<file path="src/rtl/tnkk_select_array_pkg.sv">
// -----------------------------------------------------------------------------
// tnkk_select_array_pkg
// Shared definitions for the ternary-weight select stage:
//   - default geometry parameters (channels, kernel edge, widths)
//   - ternary weight-code constants (only the two LSBs of a code are decoded)
// -----------------------------------------------------------------------------
package tnkk_select_array_pkg;

    localparam int TN            = 4;
    localparam int KERNEL_SIZE   = 3;
    localparam int FEATURE_WIDTH = 16;
    localparam int KERNEL_WIDTH  = 2;

    // Ternary weight codes; 2'b10 is reserved and decodes to zero.
    localparam logic [1:0] W_ZERO = 2'b00;
    localparam logic [1:0] W_POS  = 2'b01;
    localparam logic [1:0] W_NEG  = 2'b11;

endpackage : tnkk_select_array_pkg

</file>
<file path="src/rtl/tnkk_select_array_ternary_select_lane.sv">
// -----------------------------------------------------------------------------
// ternary_select_lane
// Combinational per-lane select: passes, negates or zeroes one feature
// according to its ternary weight code.
// Ports:
//   i_feature  [FEATURE_WIDTH-1:0]  signed two's-complement feature
//   i_weight   [KERNEL_WIDTH-1:0]   weight code (only bits [1:0] decoded)
//   o_feature  [FEATURE_WIDTH-1:0]  selected value
// -----------------------------------------------------------------------------
module ternary_select_lane #(
    parameter int FEATURE_WIDTH = tnkk_select_array_pkg::FEATURE_WIDTH,
    parameter int KERNEL_WIDTH  = tnkk_select_array_pkg::KERNEL_WIDTH
) (
    input  logic [FEATURE_WIDTH-1:0] i_feature,
    input  logic [KERNEL_WIDTH-1:0]  i_weight,
    output logic [FEATURE_WIDTH-1:0] o_feature
);
    import tnkk_select_array_pkg::*;

    logic [1:0] w_code;

    assign w_code = i_weight[1:0];

    // Decode the weight code; negation wraps modulo 2^FEATURE_WIDTH, so the
    // most negative value maps onto itself.
    always_comb begin
        o_feature = '0;
        case (w_code)
            W_POS:   o_feature = i_feature;
            W_NEG:   o_feature = (~i_feature) + {{(FEATURE_WIDTH-1){1'b0}}, 1'b1};
            W_ZERO:  o_feature = '0;
            default: o_feature = '0;
        endcase
    end

endmodule : ternary_select_lane

</file>
<file path="src/rtl/tnkk_select_array.sv">
// -----------------------------------------------------------------------------
// tnkk_select_array
// Ternary-weight multiply stage: Tn channels x KERNEL_SIZE^2 lanes, each lane
// passed, negated or zeroed by its weight; the result is registered with a
// one-cycle latency and a done strobe that is enable delayed by one cycle.
// Ports:
//   clk               rising-edge clock
//   rst               synchronous active-high reset
//   feature_in        packed feature lanes, lane j at [(j+1)*FW-1 : j*FW]
//   weight_in         packed weight codes, lane j at [(j+1)*KW-1 : j*KW]
//   enable            inputs valid this cycle
//   feature_out       registered selected lanes (held while enable=0)
//   ternary_com_done  output valid strobe
// -----------------------------------------------------------------------------
module tnkk_select_array #(
    parameter int Tn            = tnkk_select_array_pkg::TN,
    parameter int KERNEL_SIZE   = tnkk_select_array_pkg::KERNEL_SIZE,
    parameter int FEATURE_WIDTH = tnkk_select_array_pkg::FEATURE_WIDTH,
    parameter int KERNEL_WIDTH  = tnkk_select_array_pkg::KERNEL_WIDTH
) (
    input  logic                                               clk,
    input  logic                                               rst,
    input  logic [Tn*KERNEL_SIZE*KERNEL_SIZE*FEATURE_WIDTH-1:0] feature_in,
    input  logic [Tn*KERNEL_SIZE*KERNEL_SIZE*KERNEL_WIDTH-1:0]  weight_in,
    input  logic                                               enable,
    output logic [Tn*KERNEL_SIZE*KERNEL_SIZE*FEATURE_WIDTH-1:0] feature_out,
    output logic                                               ternary_com_done
);
    localparam int N_LANES = Tn * KERNEL_SIZE * KERNEL_SIZE;
    localparam int F_BITS  = N_LANES * FEATURE_WIDTH;

    // A weight code narrower than two bits cannot express the ternary set.
    if (KERNEL_WIDTH < 2) begin : g_bad_kernel_width
        $error("tnkk_select_array: KERNEL_WIDTH must be >= 2");
    end

    logic [F_BITS-1:0] w_sel;
    logic [F_BITS-1:0] r_feature_out;
    logic              r_done;

    for (genvar j = 0; j < N_LANES; j++) begin : g_lane
        ternary_select_lane #(
            .FEATURE_WIDTH (FEATURE_WIDTH),
            .KERNEL_WIDTH  (KERNEL_WIDTH)
        ) u_lane (
            .i_feature (feature_in[j*FEATURE_WIDTH +: FEATURE_WIDTH]),
            .i_weight  (weight_in[j*KERNEL_WIDTH +: KERNEL_WIDTH]),
            .o_feature (w_sel[j*FEATURE_WIDTH +: FEATURE_WIDTH])
        );
    end

    // Output register: capture selected lanes on enable, hold otherwise.
    always_ff @(posedge clk) begin
        if (rst) begin
            r_feature_out <= '0;
            r_done        <= 1'b0;
        end else if (enable) begin
            r_feature_out <= w_sel;
            r_done        <= 1'b1;
        end else begin
            r_feature_out <= r_feature_out;
            r_done        <= 1'b0;
        end
    end

    assign feature_out      = r_feature_out;
    assign ternary_com_done = r_done;

endmodule : tnkk_select_array

</file>
<file path="config.mk">
export PLATFORM = sky130hd
export DESIGN_NAME = tnkk_select_array
export DESIGN_NICKNAME = d
export VERILOG_FILES = /design/src/rtl/tnkk_select_array_pkg.sv /design/src/rtl/tnkk_select_array_ternary_select_lane.sv /design/src/rtl/tnkk_select_array.sv
export SDC_FILE = /design/constraint.sdc
export NUM_CORES = 2
export LEC_CHECK = 0
export CAP_MARGIN = 10
export CORE_AREA = 2 2 474 476
export DETAILED_ROUTE_END_ITERATION = 6
export DIE_AREA = 0 0 476 478
export PLACE_DENSITY = 0.4
export SLEW_MARGIN = 5
export SYNTH_ARGS = -nofsm -noshare
export SYNTH_HDL_FRONTEND = slang
export SYNTH_SLANG_ARGS = --single-unit
</file>
<file path="constraint.sdc">
create_clock -name clk -period 2.2 [get_ports clk]
set_input_delay 0.44 -clock clk [delete_from_list [all_inputs] [get_ports clk]]
set_output_delay 0.44 -clock clk [all_outputs]
set_load 0.1 [all_outputs]
</file>
==> flow_metrics.env <==
export IMPL_ir_worst_vdd_v=0.000542
export IMPL_fin_cells=8508
export IMPL_die_area_sq_mm=0.228
export IMPL_crit_path_top_delay_cell="dfxtp_1"
export IMPL_antenna_found_initial=64
export IMPL_min_to="feature_out[193]"
export IMPL_final_max_slew_viol_count=0
export IMPL_crit_buf_inv=1
export IMPL_rsz0062_at_grt="no"
export IMPL_synth_cell_types=42
export IMPL_hold_path_class="primary input to flip-flop"
export IMPL_wl_um=195000
export IMPL_synth_edf_count=0
export IMPL_crit_cells=1
export IMPL_synth_adder_area_share_pct=1.55
export IMPL_synth_compound_area_share_pct=20.1
export IMPL_worstPathRequired_ns=1.76
export IMPL_numCtsBuffers=83
export IMPL_power_density_mw_per_mm2=697
export IMPL_synth_top_family_by_area="simple AND/OR/NAND/NOR gates"
export IMPL_drive_gt1_share_pct=24.2
export IMPL_ys_seq_area_share_pct=38.8
export IMPL_dp_hpwl_um=164000
export IMPL_p_leak_uw=0.0205
export IMPL_final_cell_mix="1113 x buf_4, 648 x clkdlybuf4s50_1, 575 x dfxtp_1"
export IMPL_postCtsHoldBufs=0
export IMPL_antenna_left=0
export IMPL_port_buffers=1227
export IMPL_cp_max_fo=2
export IMPL_clk_pin_slew_ns=0.06
export IMPL_rrSetupSlack_ns=1.37
export IMPL_synthFlopType="dfxtp_1"
export IMPL_cp_start_kind="flip-flop"
export IMPL_synth_area_leader_cell="dfxtp_1"
export IMPL_final_util_pct=23.2
export IMPL_synth_cells=3710
export IMPL_ios=1228
export IMPL_endpoint_kind="primary output"
export IMPL_muxShareOfSynthArea_pct=0
export IMPL_numPlacedInstances=8338
export IMPL_fp_coreArea_sq_mm=0.223
export IMPL_rows=174
export IMPL_period_minus_slack_ns=2.05
export IMPL_critical_path_top_delay_family="flip-flops"
export IMPL_cts_tree="yes"
export IMPL_die_w_um=476
export IMPL_whs_path_depth=3
export IMPL_synth_area_leaders="dfxtp_1 39%, xor2_1 11%, o21ai_0 8.8%, nand2_1 7.2%, nand2b_1 4.9%"
export IMPL_skew_ns=0
export IMPL_root_buffer="clkbuf_16"
export IMPL_clock_sinks=577
export IMPL_slew_headroom_pct=26.0
export IMPL_wire_per_inst_um=23.0
export IMPL_vias=33700
export IMPL_grt_ovfl_total=0
export IMPL_grt_usage_pct=16.5
export IMPL_total_power_uw=36100
export IMPL_nets=6119
export IMPL_final_common_cell="buf_4"
export IMPL_syn_area_per_cell_sq_um=8.03
export IMPL_yosysTopAreaCellShare_pct=38.8
export IMPL_vias_per_cell=3.96
export IMPL_fin_crit_sh_pct=93.3
export IMPL_grt_pass1_vias=33900
export IMPL_gp_congestion=0.908
export IMPL_hold_slack_ns=0.220
export IMPL_async_reset_ff_share_pct=0
export IMPL_clockBufferDepth=3
export IMPL_critPathMaxStageDelay_ns=0.54
export IMPL_drc=0
export IMPL_fmax_ghz=0.487
export IMPL_finalSetupViolCount=0
export IMPL_r2r_start="feature_out[128]"
export IMPL_hold_path_startpoint="rst"
export IMPL_crit_chain="buf_4"
export IMPL_drtIter0Drc=1633
export IMPL_yosys_warnings=0
export IMPL_fp_dieH_um=478
export IMPL_synth_seq_cells=577
export IMPL_outcome="complete, no violations"
export IMPL_rr_worst_depth=2
export IMPL_syn_area_sq_mm=0.0298
export IMPL_grt_pass1_wl_um=266000
export IMPL_h_tree_depth=3
export IMPL_max_cap_viol_count=0
export IMPL_grt_max_degree=151
export IMPL_finalHoldViolations=0
export IMPL_synth_xor_area_share_pct=14.8
export IMPL_dr_pass1_iters=5
export IMPL_syn_nets=4398
export IMPL_worst_pin_slew_ns=1.11
export IMPL_yosys_area_share_simple_pct=21.1
export IMPL_rr_endpoint="feature_out[128]"
export IMPL_clock_insertion_delay_worst_skew_ns=0.71
export IMPL_crit_type="flip-flop to primary output"
export IMPL_initial_utilization_pct=13.4
export IMPL_worst_ep_arrival_time_ns=1.61
export IMPL_area_growth_pct=73.6
[layer usage]
metal / GRT usage [%] / part of all wire, %
met1: 17.0 / 37
met2: 30.3 / 51
met3: 5.77 / 8.6
met4: 5.94 / 3.4
met5: 0 / 0.14
[layout make-up]
type	count	area (sq um)
clock buffers	119	2380
repair buffers	1814	15900
multi-input cells	2842	17200
inverters	113	424
fillers	24700	171000
diodes	20	50.0
clock inverters	31	532
well taps	2992	3740
flip-flops and latches	577	11600
[cell usage after synthesis, drive strengths merged (45+ instances only)]
library cell	n
xor2	386
nand3	224
nor2	64
dfxtp	577
o21ai	527
nand2b	235
xnor2	117
a21oi	191
nor3	45
o41ai	70
clkbuf	169
nand2	574
o31ai	125
inv	113
[report_power, final]
group,internal [uW],total (uW),switching (uW)
Clock,8860,14700,5830
Sequential,11000,11300,347
Combinational,3370,10100,6690
Total,23200,36100,12900
[metrics by stage]
step                cell area [sq um]  TNS [ns]  setup WS (ns)
finish                          51800         0          0.147
global route                    51700         0         0.0961
CTS                             51700         0         0.0333
detailed placement              48800    -41.59         -0.512
global placement                48800    -40.30         -0.529
floorplan                       29800         0          0.147
[sequential cells by signal (all words and copies together), names as in the netlist]
signal            count
feature_out         576
ternary_com_done      1
[worst max-delay path by stage]
stage                     startpoint               end  slack, ns
global placement     feature_in[150]  feature_out[159]      -0.53
floorplan            feature_in[296]  feature_out[303]       0.15
global route        feature_out[347]  feature_out[347]        0.1
CTS                 feature_out[347]  feature_out[347]       0.03
finish              feature_out[128]  feature_out[128]       0.15
detailed placement   feature_in[150]  feature_out[159]      -0.51
[worst min-delay path: stages]
cell and delay [ns]:
buf_8 0.13, buf_12 0.19, a21oi_1 0.12
[cell families (layout without fill, tap and decap cells)]
family	Yosys count	in the layout
AO/OA/AOI/OAI	1006	1006
XOR/XNOR	503	503
adder cells (fa/ha/maj)	37	37
buffers and inverters	291	2077
flip-flops	577	577
other	0	20
AND/OR/NAND/NOR	1296	1296
[repair_timing]
| item | CTS | global route |
|---|---|---|
| gates resized for setup | 2 | 0 |
| setup buffers | 0 | 0 |
| endpoints found under the setup margin | 2 | 0 |
Power figures use the tool's default switching activity.
